===== src/rtl/free_list_allocator_if.sv =====
// Allocation/free handshake between a requester (master) and the free-list
// allocator (slave).
interface free_list_allocator_if #(
   parameter int ENTRIES = 16,
   parameter int IDX_W   = $clog2(ENTRIES)
);
   logic               flush;
   logic               alloc_req;
   logic               alloc_gnt;
   logic [IDX_W-1:0]   alloc_idx;
   logic [ENTRIES-1:0] alloc_oh;
   logic               free_vld;
   logic [IDX_W-1:0]   free_idx;
   logic               free_err;
   logic [IDX_W:0]     free_cnt;
   logic               empty;
   logic               all_free;

   modport master (
      output flush, alloc_req, free_vld, free_idx,
      input  alloc_gnt, alloc_idx, alloc_oh, free_err, free_cnt, empty, all_free
   );

   modport slave (
      input  flush, alloc_req, free_vld, free_idx,
      output alloc_gnt, alloc_idx, alloc_oh, free_err, free_cnt, empty, all_free
   );
endinterface


===== src/rtl/free_list_allocator.sv =====
// Free-list manager: grants the lowest-indexed free entry in the same cycle,
// accepts returns of busy entries, and flags illegal frees one cycle later.
module free_list_allocator #(
   parameter int ENTRIES   = 16,
   parameter int IDX_W     = $clog2(ENTRIES),
   parameter int INIT_BUSY = 0
) (
   input  logic clk,
   input  logic rst,
   free_list_allocator_if.slave fl
);

   function automatic logic [ENTRIES-1:0] init_vec();
      logic [ENTRIES-1:0] v;
      v = '0;
      for (int i = 0; i < INIT_BUSY; i++) v[i] = 1'b1;
      return v;
   endfunction

   localparam logic [ENTRIES-1:0] INIT_BUSY_VEC = init_vec();
   localparam logic [IDX_W:0]     INIT_CNT      = (IDX_W+1)'(ENTRIES - INIT_BUSY);
   localparam logic [IDX_W:0]     FULL_CNT      = (IDX_W+1)'(ENTRIES);

   logic [ENTRIES-1:0] busy_vec;
   logic [ENTRIES-1:0] busy_nxt;
   logic [ENTRIES-1:0] pick_oh;
   logic [IDX_W-1:0]   pick_idx;
   logic [IDX_W:0]     free_cnt;
   logic [IDX_W:0]     cnt_nxt;
   logic               free_err;
   logic               gnt;
   logic               legal_free;
   logic               all_below;

   // Lowest-zero priority pick over the current (pre-edge) busy vector.
   always_comb begin
      pick_oh   = '0;
      pick_idx  = '0;
      all_below = 1'b1;
      for (int i = 0; i < ENTRIES; i++) begin
         pick_oh[i] = all_below & ~busy_vec[i];
         all_below  = all_below & busy_vec[i];
      end
      for (int i = 0; i < ENTRIES; i++) begin
         if (pick_oh[i]) pick_idx = IDX_W'(i);
      end
   end

   always_comb begin
      gnt        = fl.alloc_req & (free_cnt != '0) & ~fl.flush & ~rst;
      legal_free = 1'b0;
      if (fl.free_vld && ({1'b0, fl.free_idx} < FULL_CNT)) begin
         legal_free = busy_vec[fl.free_idx];
      end
      busy_nxt = busy_vec | (gnt ? pick_oh : '0);
      if (legal_free) busy_nxt[fl.free_idx] = 1'b0;
      cnt_nxt = free_cnt;
      case ({legal_free, gnt})
         2'b10:   cnt_nxt = free_cnt + 1'b1;
         2'b01:   cnt_nxt = free_cnt - 1'b1;
         default: cnt_nxt = free_cnt;
      endcase
   end

   always_ff @(posedge clk) begin
      if (rst || fl.flush) begin
         busy_vec <= INIT_BUSY_VEC;
         free_cnt <= INIT_CNT;
         free_err <= 1'b0;
      end else begin
         busy_vec <= busy_nxt;
         free_cnt <= cnt_nxt;
         free_err <= fl.free_vld & ~legal_free;
      end
   end

   assign fl.alloc_gnt = gnt;
   assign fl.alloc_idx = pick_idx;
   assign fl.alloc_oh  = gnt ? pick_oh : '0;
   assign fl.free_err  = free_err;
   assign fl.free_cnt  = free_cnt;
   assign fl.empty     = (free_cnt == '0);
   assign fl.all_free  = (free_cnt == FULL_CNT);

endmodule


===== src/flat_wrapper.sv =====
// flat-port wrapper written by rule: the top's interface ports become plain ports
module free_list_allocator_flat 
#(
   parameter int ENTRIES   = 16,
   parameter int IDX_W     = $clog2(ENTRIES),
   parameter int INIT_BUSY = 0
)
  (clk, rst, fl_flush, fl_alloc_req, fl_free_vld, fl_free_idx, fl_alloc_gnt, fl_alloc_idx, fl_alloc_oh, fl_free_err, fl_free_cnt, fl_empty, fl_all_free);
  free_list_allocator_if #(.ENTRIES(ENTRIES), .IDX_W(IDX_W)) fl_i ();
  input  logic clk;
  input  logic rst;
  input wire logic [$bits(fl_i.flush)-1:0] fl_flush;
  input wire logic [$bits(fl_i.alloc_req)-1:0] fl_alloc_req;
  input wire logic [$bits(fl_i.free_vld)-1:0] fl_free_vld;
  input wire logic [$bits(fl_i.free_idx)-1:0] fl_free_idx;
  output wire logic [$bits(fl_i.alloc_gnt)-1:0] fl_alloc_gnt;
  output wire logic [$bits(fl_i.alloc_idx)-1:0] fl_alloc_idx;
  output wire logic [$bits(fl_i.alloc_oh)-1:0] fl_alloc_oh;
  output wire logic [$bits(fl_i.free_err)-1:0] fl_free_err;
  output wire logic [$bits(fl_i.free_cnt)-1:0] fl_free_cnt;
  output wire logic [$bits(fl_i.empty)-1:0] fl_empty;
  output wire logic [$bits(fl_i.all_free)-1:0] fl_all_free;
  assign fl_i.flush = fl_flush;
  assign fl_i.alloc_req = fl_alloc_req;
  assign fl_i.free_vld = fl_free_vld;
  assign fl_i.free_idx = fl_free_idx;
  assign fl_alloc_gnt = fl_i.alloc_gnt;
  assign fl_alloc_idx = fl_i.alloc_idx;
  assign fl_alloc_oh = fl_i.alloc_oh;
  assign fl_free_err = fl_i.free_err;
  assign fl_free_cnt = fl_i.free_cnt;
  assign fl_empty = fl_i.empty;
  assign fl_all_free = fl_i.all_free;
  free_list_allocator #(.ENTRIES(ENTRIES), .IDX_W(IDX_W), .INIT_BUSY(INIT_BUSY)) u_core (.clk(clk), .rst(rst), .fl(fl_i));
endmodule

===== config.mk =====
export PLATFORM = sky130hd
export DESIGN_NAME = free_list_allocator_flat
export DESIGN_NICKNAME = d
export VERILOG_FILES = /design/src/rtl/free_list_allocator_if.sv /design/src/rtl/free_list_allocator.sv /design/src/flat_wrapper.sv
export SDC_FILE = /design/constraint.sdc
export NUM_CORES = 1
export LEC_CHECK = 0
export ABC_AREA = 1
export CAP_MARGIN = 40
export CORE_MARGIN = 2
export CORE_UTILIZATION = 45
export DETAILED_ROUTE_END_ITERATION = 10
export PLACE_DENSITY = 0.76
export SYNTH_ARGS = -nofsm -noshare
export SYNTH_HDL_FRONTEND = slang
export SYNTH_SLANG_ARGS = --single-unit

===== constraint.sdc =====
create_clock -name clk -period 2.8 [get_ports clk]
set_input_delay 0.7 -clock clk [delete_from_list [all_inputs] [get_ports clk]]
set_output_delay 0.7 -clock clk [all_outputs]
set_load 0.05 [all_outputs]

# Yosys cells after proc, flatten, opt, wreduce, memory -nomap -nowiden
# Index checks and enable logic that the tools add are counted.
# Widths: inputs -> output; s select.
[totals]
register_bits = 22
latchBits = 0
ram_bits = 0
romBits = 0
output_inout_bits = 29
n_memories = 0
[classes]
n_addsub = 2
multipliers = 0
div_mod_pow = 0
magnitude_cmp = 2
eq_ne = 3
shifts = 0
muxes = 23
n_bitwise = 55
reduce_logical = 5
[op_table]
columns = ["cell", "count"]
rows = [
  ["$mux 4", 14],
  ["$and 1x1->1", 33],
  ["$mux 16", 2],
  ["$not 1->1", 19],
  ["$and 16x16->16", 1],
  ["$not 16->16", 1],
  ["$or 16x16->16", 1],
  ["$pmux 5 s2", 1],
  ["$add 5x1->5 const B", 1],
  ["$eq 5x5->1 const B", 1],
  ["$logic_not 5->1", 1],
  ["$lt 4x5->1 const B", 1],
  ["$reduce_bool 5->1", 1],
  ["$sub 5x1->5 const B", 1],
  ["$bmux 1 s4", 1],
  ["$demux 1 s4", 1],
  ["$ge 4x1->1 const B", 1],
  ["$mux 1", 4],
  ["$eq 2x1->1 const B", 1],
  ["$eq 2x2->1 const B", 1],
  ["$reduce_bool 2->1", 1],
  ["$logic_and 1x1->1", 1],
  ["$logic_or 1x1->1", 1],
]

# Depth between registers and ports, before layout
[logic_depth]
ltp_word = 19
depth_mapped = 19

# Worst setup path after synthesis
# OpenSTA, ideal clock, no wires.
[synth_path]
kind = "reg2out"
startpoint = "reg u_core.free_cnt[0], in the netlist u_core.fl.free_cnt[0]"
endpoint = "out fl_alloc_oh[1]"
arrival_ns = 2.233
required_ns = 2.100
slack_ns = -0.133
path_stages_with_launch = 7
n_path_buf = 0
cell_sequence = "dfxtp_1 > nor4_1 > nand2_1 > nand2_1 > inv_1 > nand2_2 > nor3_1"
[synth_via]
elab_chain_len = 5
[synth_rtl]
columns = ["element", "line", "source"]
rows = [
  ["from (decl)", "free_list_allocator.sv:28", "logic [IDX_W:0] free_cnt;"],
  ["from (signal assigned)", "free_list_allocator.sv:72", "free_cnt <= cnt_nxt;"],
  ["$reduce_bool 5->1", "free_list_allocator.sv:50", "gnt = fl.alloc_req & (free_cnt != '0) & ~fl.flush & ~rst;"],
  ["$and 1x1->1 (3 in a row)", "free_list_allocator.sv:50", ""],
  ["$mux 16", "free_list_allocator.sv:79", "assign fl.alloc_oh = gnt ? pick_oh : '0;"],
  ["to (decl)", "flat_wrapper.sv:18", "output wire logic [$bits(fl_i.alloc_oh)-1:0] fl_alloc_oh;"],
]
# No other way between the ends.

# Final worst setup path
[layout_path]
startpoint = "in fl_free_idx[1]"
endpoint = "reg u_core.free_cnt[4], in the netlist u_core.fl.free_cnt[4]"
[layout_via]
elab_chain_len = 5
[layout_rtl]
columns = ["element", "line", "source"]
rows = [
  ["from (decl)", "flat_wrapper.sv:15", "input wire logic [$bits(fl_i.free_idx)-1:0] fl_free_idx;"],
  ["$bmux 1 s4 *", "free_list_allocator.sv:53", "legal_free = busy_vec[fl.free_idx];"],
  ["$mux 1 (implied by the code) *", "free_list_allocator.sv:53", ""],
  ["$mux 1 *", "free_list_allocator.sv:52", "if (fl.free_vld && ({1'b0, fl.free_idx} < FULL_CNT)) begin"],
  ["$eq 2x1->1 / $eq 2x2->1 (equally long branches)", "free_list_allocator.sv:58", "case ({legal_free, gnt})"],
  ["$pmux 5 s2 / $reduce_bool 2->1 (equally long branches)", "-", ""],
]
# Mark *: on every way between the ends. The rest lies on a longest branch, timed or not. The select of a mux whose other input is x is not followed.
# A chain may end at the register's enable or synchronous reset.

==> reports/metrics.csv <==
stage,metric,value,unit
run_status,outcome,finished with violations,
run_status,failing checks,negative setup slack,
timing,clock skew,6.76,ps
floorplanning,initial core utilization,47.8,%
logic_synthesis,number of enable flip-flop cells after synthesis,0,
floorplanning,Die Span X,64.0,microns
setup_path,Worst R2R End,u_core.fl.free_cnt[4],
setup_path,crit path from,fl_free_idx[1],
routing,post-route ant nets,0,
placed_design,Final GP Congestion,0.968,
setup_path,"most used cell, CP",nand2_1,
clocking,Sink Count,22,
timing,Fin. Hold Viols,0,
power_and_ir_drop,pwr dens,268,nW/um^2
clocking,CTS tree,built,
timing,# setup viols final,1,
timing,Final Slew Violations,0,
routing,routed via count,1981,
logic_synthesis,Post-Synthesis Mean Instance Area,6.51,sq um
global_route,antenna violations before repair,0,
logic_synthesis,Syn Inst Count,249,
clocking,clk slew on worst S/H paths,130,ps
timing,Max Clk Rate,0.355,GHz
cells_and_area,# diodes,0,
worst_hold_path,HP Class,reg -> reg,
global_route,number of global-route vias before repair,1720,
global_route,total grt overflow,0,
logic_synthesis,cell taking the most area after synthesis,dfxtp_1,
power_and_ir_drop,maximum resistive drop on vdd,0.000293,V
setup_path,WS Path Type,in -> reg,
logic_synthesis,Synth top area share,27.2,%
timing,period utilization,101,%
timing,Setup TNS,-17.8,ps
routing,drt first pass iters,5,
logic_synthesis,most frequent cell after synthesis,inv_1,
clocking,Root Buffer,clkbuf_4,
logic_synthesis,synth warn,0,
clocking,cts hold-fix bufs,0,
placed_design,DP HPWL,3.81,mm
setup_path,CP max stage delay,360,ps
routing,DR vias/cell,5.46,
timing,worst-margin pin slew,514,ps
setup_path,worst endpoint required time,3030,ps
logic_synthesis,Post-Syn Nets,263,
routing,DR WL/cell,15.5,microns
routing,residual DRC count,0,
timing,RSZ-0062 raised after global routing,true,
setup_path,crit start category,input pin,
placed_design,pre-CTS WS,-617,ps
power_and_ir_drop,Static Leak,0.00123,uW
cells_and_area,Nets,332,
logic_synthesis,synth unique cells,33,
clocking,H-tree depth,1,
logic_synthesis,register bit total from synthesis,22,
timing,max_slew headroom,65.6,%
cells_and_area,share of cells above drive strength 1,33.8,%
floorplanning,Die Footprint,4100,sq um
setup_path,crit-path cells,"dlygate4sd2_1, nor2_1, buf_4, nand2_1, o21ai_0, o21ai_1, nand2_1, inv_1, nand2_2, nand2_4, ha_4, inv_1, fa_2, nor2_2, a211oi_2, nand2_1, nand2_1, o21ai_1, nand3_1",
floorplanning,num rows,21,
routing,initial DRC count,149,
cells_and_area,Finished Core Util,77.9,%
run,max cap viols,0,
placed_design,port bufs,37,
clocking,Longest Clk Path Bufs,2,
cells_and_area,Area Overhead vs Synth,62.9,%
setup_path,critical path's slowest cell,fa_2,
logic_synthesis,ys async rst share,0,%
global_route,first-pass GRT wire length,7.80,mm
floorplanning,num ports,38,
setup_path,Critical Path End,u_core.fl.free_cnt[4],
setup_path,reg2reg start,u_core.busy_vec[11],
logic_synthesis,post-synthesis sequential area ratio,27.2,%
global_route,Global Route Usage Sum,23.9,%
setup_path,"CP delay by family, top",simple AND/OR/NAND/NOR gates,
floorplanning,core region area,3390,sq um
setup_path,Stages on worst setup path,19,
routing,WL final,5.61,mm
timing,Period minus WS final,2820,ps
logic_synthesis,main flop type after synthesis,dfxtp_1,
setup_path,Worst R2R Setup Slack,190,ps
clocking,clk_lat worst skew,330,ps
global_route,largest net degree at the start of global routing,14,
floorplanning,Die Y,64.0,microns
setup_path,CP Max Fanout,7,
logic_synthesis,most instantiated cells after synthesis,"inv_1 (52), nand2_1 (33), nor2_1 (29)",
setup_path,Critical Path End Type,flop,
timing,fin worst setup slack,-17.8,ps
logic_synthesis,top area cells in the synthesized netlist,"dfxtp_1 (27%), inv_1 (12%), nand2_1 (7.6%)",
logic_synthesis,Post-Syn Area,1620,sq um
clocking,Inserted Clock Buffers,3,
setup_path,Critical Path AT,3050,ps
setup_path,WP buf/inv,4,
setup_path,reg2reg path depth,17,
sequential cells by signal (all words and copies together) (netlist names):
name / cells
u_core.busy_vec: 16
u_core.fl.free_cnt: 5
u_core.fl.free_err: 1
repair_timing:
action                                  CTS  global route
endpoints found under the setup margin    6            20
gates resized for setup                   7            27
setup buffers                             0             3
pin swaps                                 0             7
cells by family (layout without fill, tap and decap cells):
| family | after synthesis | in the layout | synth area share (%) |
|---|---|---|---|
| and+or+nand+nor | 109 | 109 | 36.0 |
| buffers and inverters | 60 | 128 | 14.2 |
| xor gates and xnor gates | 2 | 2 | 1.08 |
| AOI/OAI and AO/OA | 51 | 51 | 17.3 |
| adders and majority gates | 5 | 5 | 4.32 |
| DFF | 22 | 22 | 27.2 |
layout make-up:
type / instances / area (sq um)
fill: 219 / 748
tap: 46 / 57.6
clock inverter: 1 / 30.0
clock buffer: 3 / 22.5
multi-input combinational: 167 / 1050
sequential: 22 / 460
timing repair buffer: 66 / 797
inverter: 58 / 221
placed cells by master, fill, tap and decap left out, drive strengths merged, types with 4 or more instances in the layout:
cell type      count
inv               56
buf               50
nor2              40
nand2             37
o21ai             32
dfxtp             22
nand3             16
clkdlybuf4s50     12
a21oi              8
nand4              8
nor3               6
o22ai              4
ha                 4
clkbuf             4
per-stage QoR:
step | total power [uW] | std cells | cell area, sq um | hold slack, ps
final | 707 | 363 | 2640 | 486
after global routing | 734 | 363 | 2640 | 503
after CTS | 699 | 360 | 2510 | 477
after detailed placement | 451 | 356 | 2460 | 458
after global placement | 449 | 356 | 2460 | 453
after floorplan | 389 | 249 | 1640 | 469
layer usage:
metal | global-route usage (%) | share of wire, % | wire (microns)
met5 | 0 | 0 | 0
met4 | 7.07 | 2.8 | 157
met3 | 4.40 | 8.8 | 494
met2 | 38.8 | 48 | 2720
met1 | 32.1 | 40 | 2240
where the power goes:
group          switching (uW)  internal, uW
Combinational            77.6          56.9
Sequential               4.56           313
Clock                     110           145
worst min path at each step:
stage,cells after the start,endpoint,slack [ps],from
global placement,1,u_core.fl.free_cnt[0],450,u_core.fl.free_cnt[0]
finish,1,u_core.fl.free_cnt[0],490,u_core.fl.free_cnt[0]
CTS,1,u_core.fl.free_cnt[0],480,u_core.fl.free_cnt[0]
floorplan,2,u_core.busy_vec[15],470,u_core.busy_vec[15]
detailed placement,1,u_core.fl.free_cnt[0],460,u_core.fl.free_cnt[0]
global route,1,u_core.fl.free_cnt[0],500,u_core.fl.free_cnt[0]
No activity file was read; power rests on OpenSTA's default activity.
==> variant 1 (same settings) <==
`ENTRIES` is set to 16 in 3 places; all go to 32.
--- a/src/rtl/free_list_allocator_if.sv
+++ b/src/rtl/free_list_allocator_if.sv
@@ -2,5 +2,5 @@
 // allocator (slave).
 interface free_list_allocator_if #(
-   parameter int ENTRIES = 16,
+   parameter int ENTRIES = 32,
    parameter int IDX_W   = $clog2(ENTRIES)
 );
--- a/src/rtl/free_list_allocator.sv
+++ b/src/rtl/free_list_allocator.sv
@@ -2,5 +2,5 @@
 // accepts returns of busy entries, and flags illegal frees one cycle later.
 module free_list_allocator #(
-   parameter int ENTRIES   = 16,
+   parameter int ENTRIES   = 32,
    parameter int IDX_W     = $clog2(ENTRIES),
    parameter int INIT_BUSY = 0
--- a/src/flat_wrapper.sv
+++ b/src/flat_wrapper.sv
@@ -2,5 +2,5 @@
 module free_list_allocator_flat 
 #(
-   parameter int ENTRIES   = 16,
+   parameter int ENTRIES   = 32,
    parameter int IDX_W     = $clog2(ENTRIES),
    parameter int INIT_BUSY = 0
Ports: changed (resized fl_alloc_idx, fl_alloc_oh, fl_free_cnt and fl_free_idx); port bits go from 38 to 57. No check against the original RTL was run, so the function may have changed too.
==> variant 1 against the unedited design <==
  * The run now fails in global routing
  * Synthesized area rose by 66%
  * Synthesized cell count is 67% higher
==> variant 1: results (changes against the unedited design) <==
Placed design
  • Final HPWL from detailed placement: 8240 um (+120%)
  • RD Place Congestion: 0.978 (+1.1%)
  • PortBufs: 56 (+51%)

Clock tree
  • Clock H-tree levels: 2 (+1)
  • CTS buffer count: 5 (+2)
  • CTS max path bufs: 2 (unchanged)
  • Clock tree root driver cell: sky130_fd_sc_hd__clkbuf_8
  • Clk sinks: 39 (+77%)

Status
  • Status: did not finish
  • Exit stage: global routing
  • Error msg: [ERROR GRT-0232] Routing congestion too high. Check the congestion heatmap in the GUI.

Synthesis
  • Count of cell types in the netlist: 36 (+9.1%)
  • Top flip-flop cell by instance count after synthesis: sky130_fd_sc_hd__dfxtp_1
  • Seq/Total Area, Yosys: 29.0% (+1.8 points)
  • Total nets after synthesis: 431 (+64%)
  • Leading post-synthesis cells by cell area: sky130_fd_sc_hd__dfxtp_1 29%, sky130_fd_sc_hd__inv_1 14%, sky130_fd_sc_hd__nor2_1 7.9%, sky130_fd_sc_hd__o21ai_0 4.8%, sky130_fd_sc_hd__nand2_1 4.5%
  • Syn. warnings: 0 (unchanged)
  • Top post-synthesis cells by count: 97 x sky130_fd_sc_hd__inv_1, 57 x sky130_fd_sc_hd__nor2_1, 39 x sky130_fd_sc_hd__dfxtp_1
  • Asr flop ratio synth: 0% (unchanged)

Global route
  • Global router's overall resource usage: 78.6%
  • Pin count of the biggest net entering global routing: 30
  • Total congestion overflow after global routing: 124

STA
  • Worst EP kind: primary output
  • Worst endpoint, post-GRT repair: fl_alloc_oh[30]
variant 1: metrics by stage:
step           setup WS (ns)  hold slack, ns  instances  area (um2)
2_1_floorplan         -0.728           0.486        415        2940
3_3_place_gp          -0.960           0.524        636        4690
3_5_place_dp           -1.11           0.529        636        4690
4_1_cts               -0.963           0.542        681        5400
variant 1: cells by family after synthesis:
kind of cell             Yosys count  share of synthesized area [%]
buffers and inverters            109                           15.2
AND/OR/NAND/NOR                  169                           31.3
XOR/XNOR                           3                          0.975
flip-flops                        39                           29.0
AO/OA/AOI/OAI                     89                           20.6
adder cells (fa/ha/maj)            6                           3.06
variant 1: per-layer routing:
| layer | overflow | global-route usage, % |
|---|---|---|
| met1 | 1 | 77.3 |
| met2 | 86 | 101 |
| met3 | 1 | 52.3 |
| met4 | 36 | 90.5 |
| met5 | 0 | 6.67 |
variant 1: what timing repair did:
| item | CTS |
|---|---|
| resized for setup | 130 |
| pin swaps | 31 |
| buffers inserted | 42 |
| endpoints found under the setup margin | 66 |
| cloned | 2 |
==> variant 2 (config.mk and constraints unchanged) <==
Without the edit above. Compare `free_cnt` against `FULL_CNT` with >= in place of ==.
--- a/src/rtl/free_list_allocator.sv
+++ b/src/rtl/free_list_allocator.sv
@@ -81,5 +81,5 @@
    assign fl.free_cnt  = free_cnt;
    assign fl.empty     = (free_cnt == '0);
-   assign fl.all_free  = (free_cnt == FULL_CNT);
+   assign fl.all_free  = (free_cnt >= FULL_CNT);
 
 endmodule
Function: no difference found for any inputs over 10 cycles, from zero or initial values; that may be too few to reach the edited logic, so the function may still have changed.
==> variant 2 against the unedited design <==
  * Cell area down 1.3%
  * Total power is 12% lower
  * Die area fell by 0.22%
  * Via count decreased by 3.0%
  * Synthesized area fell by 0.23%
  * Sequential cell count stayed put
  * Global-route usage up 0.18 points
  * Worst setup slack improved by 0.034 ns
  * Wire length fell by 9.3%
  * Critical path depth is 12 lower
  * Critical path type is now input port to output pin
  * Largest cell class unchanged
  * Highest routed layer unchanged
==> variant 2: results (changes against the unedited design) <==
Status
  • Status: completed

Synthesis
  • Share of synthesized cell area in full adder, half adder and majority cells: 4.33% (+0.010 points)
  • Post-Synth XOR/XNOR Area: 1.08% (+0.0025 points)
  • Count of cell types in the netlist: 32 (-3.0%)
  • Fraction of the mapped netlist area in compound gates: 18.0% (+0.74 points)
  • Seq/Total Area, Yosys: 27.2% (+0.063 points)
  • Leading post-synthesis cells by cell area: sky130_fd_sc_hd__dfxtp_1 27%, sky130_fd_sc_hd__inv_1 13%, sky130_fd_sc_hd__o21ai_0 8.4%, sky130_fd_sc_hd__nand2_1 7.2%, sky130_fd_sc_hd__nor2_1 6.3%

Worst setup path
  • Slowest stage delay, CP: 0.46 ns (+0.10 ns)
  • Reg-to-Reg Start: u_core.busy_vec[0]
  • Launch point of the worst path: fl_alloc_req
  • Cell with the largest stage delay on the worst path: sky130_fd_sc_hd__clkdlybuf4s50_1
  • Arrival time at the worst endpoint: 2.08 ns (-0.97 ns)
  • Maximum fanout along the worst path: 10 (+3)

STA
  • Clock tree skew after final layout: 0.00298 ns (-0.00378 ns)
  • Slew at the pin with the worst max-slew slack: 0.573 ns (+0.0587 ns)
  • Share of the clock period used by the worst path: 99.4% (-1.2 points)

Detailed routing
  • Number of vias per cell after detailed routing: 5.31 (-2.8%)
  • Wirelength, routed: 5090 um (-9.3%)
  • First-pass DRT Iterations: 4 (-1)
  • Drt initial violations: 131 (-12%)

Global route
  • Global-route wire length before repair: 7960 um (+2.0%)
  • Number of global-route vias before repair: 1785 (+3.8%)
  • Global router's overall resource usage: 24.1% (+0.18 points)

Power
  • Pleak: 1.19 nW (-3.8%)
  • Worst ir drop on vdd: 0.190 mV (-35%)

Clock tree
  • Insertion delay of the later-clocked pin in the worst-skew pair: 0.31 ns (-0.02 ns)

Finish
  • Final layout net count: 331 (-0.30%)
## variant 2: kinds of logic after synthesis
logic type | count (synthesis)
and+or+nand+nor | 104
buffers and inverters | 60
AOI/OAI and AO/OA | 53
DFF | 22
adders and majority gates | 5
xor gates and xnor gates | 2
## variant 2: what timing repair did
action	CTS	global route
gates resized for setup	7	24
setup buffers	0	8
setup endpoints to repair	8	16
hold endpoints to repair	0	0
pin swaps	0	7
## variant 2: final cells by class
type / count / area [um2]
Multi-Input combinational cell: 164 / 1030
Timing Repair Buffer: 69 / 816
Fill cell: 236 / 783
Sequential cell: 22 / 450
Inverter: 57 / 218
Tap cell: 46 / 57.6
Clock buffer: 4 / 36.3
## variant 2: worst paths after layout
check                                        endpoint  depth (start not counted)
worst min register to register    u_core.busy_vec[15]                          2
worst min-delay path              u_core.busy_vec[15]                          2
worst max register to register  u_core.fl.free_cnt[4]                         18
worst max-delay path                   fl_alloc_oh[8]                          7
## variant 2: worst max-delay path, delay by kind of cell
kind,cells,cell delay (ns)
buffers and inverters,4,0.92
and+or+nand+nor,3,0.47
## variant 2: layer usage
metal  GRT usage (%)  share of wire [%]  vias to the layer above
met3            2.29                7.0                        4
met5               0                  0                        -
met1            31.2                 40                      881
li1                -                  -                      942
met2            42.8                 52                       94
met4            5.43               0.61                        0
## variant 2: power by group
part / switching (mW) / leakage (nW) / internal (mW) / total (mW)
combinational: 0.0695 / 0.986 / 0.0547 / 0.124
sequential: 0.00411 / 0.180 / 0.315 / 0.319
clock: 0.102 / 0.0210 / 0.0793 / 0.182
total: 0.176 / 1.19 / 0.449 / 0.625
## variant 2: through the flow
stage | instances | util, % | setup TNS [ns] | area (um2) | hold slack, ns
after floorplan | 246 | - | -0.376 | 1630 | 0.469
after global placement | 350 | 71.8 | -1.81 | 2430 | 0.481
after detailed placement | 350 | 71.8 | -2.18 | 2430 | 0.505
after CTS | 354 | 73.2 | 0 | 2480 | 0.527
after global routing | 362 | 76.9 | -0.578 | 2610 | 0.557
final | 362 | 76.9 | 0 | 2610 | 0.523
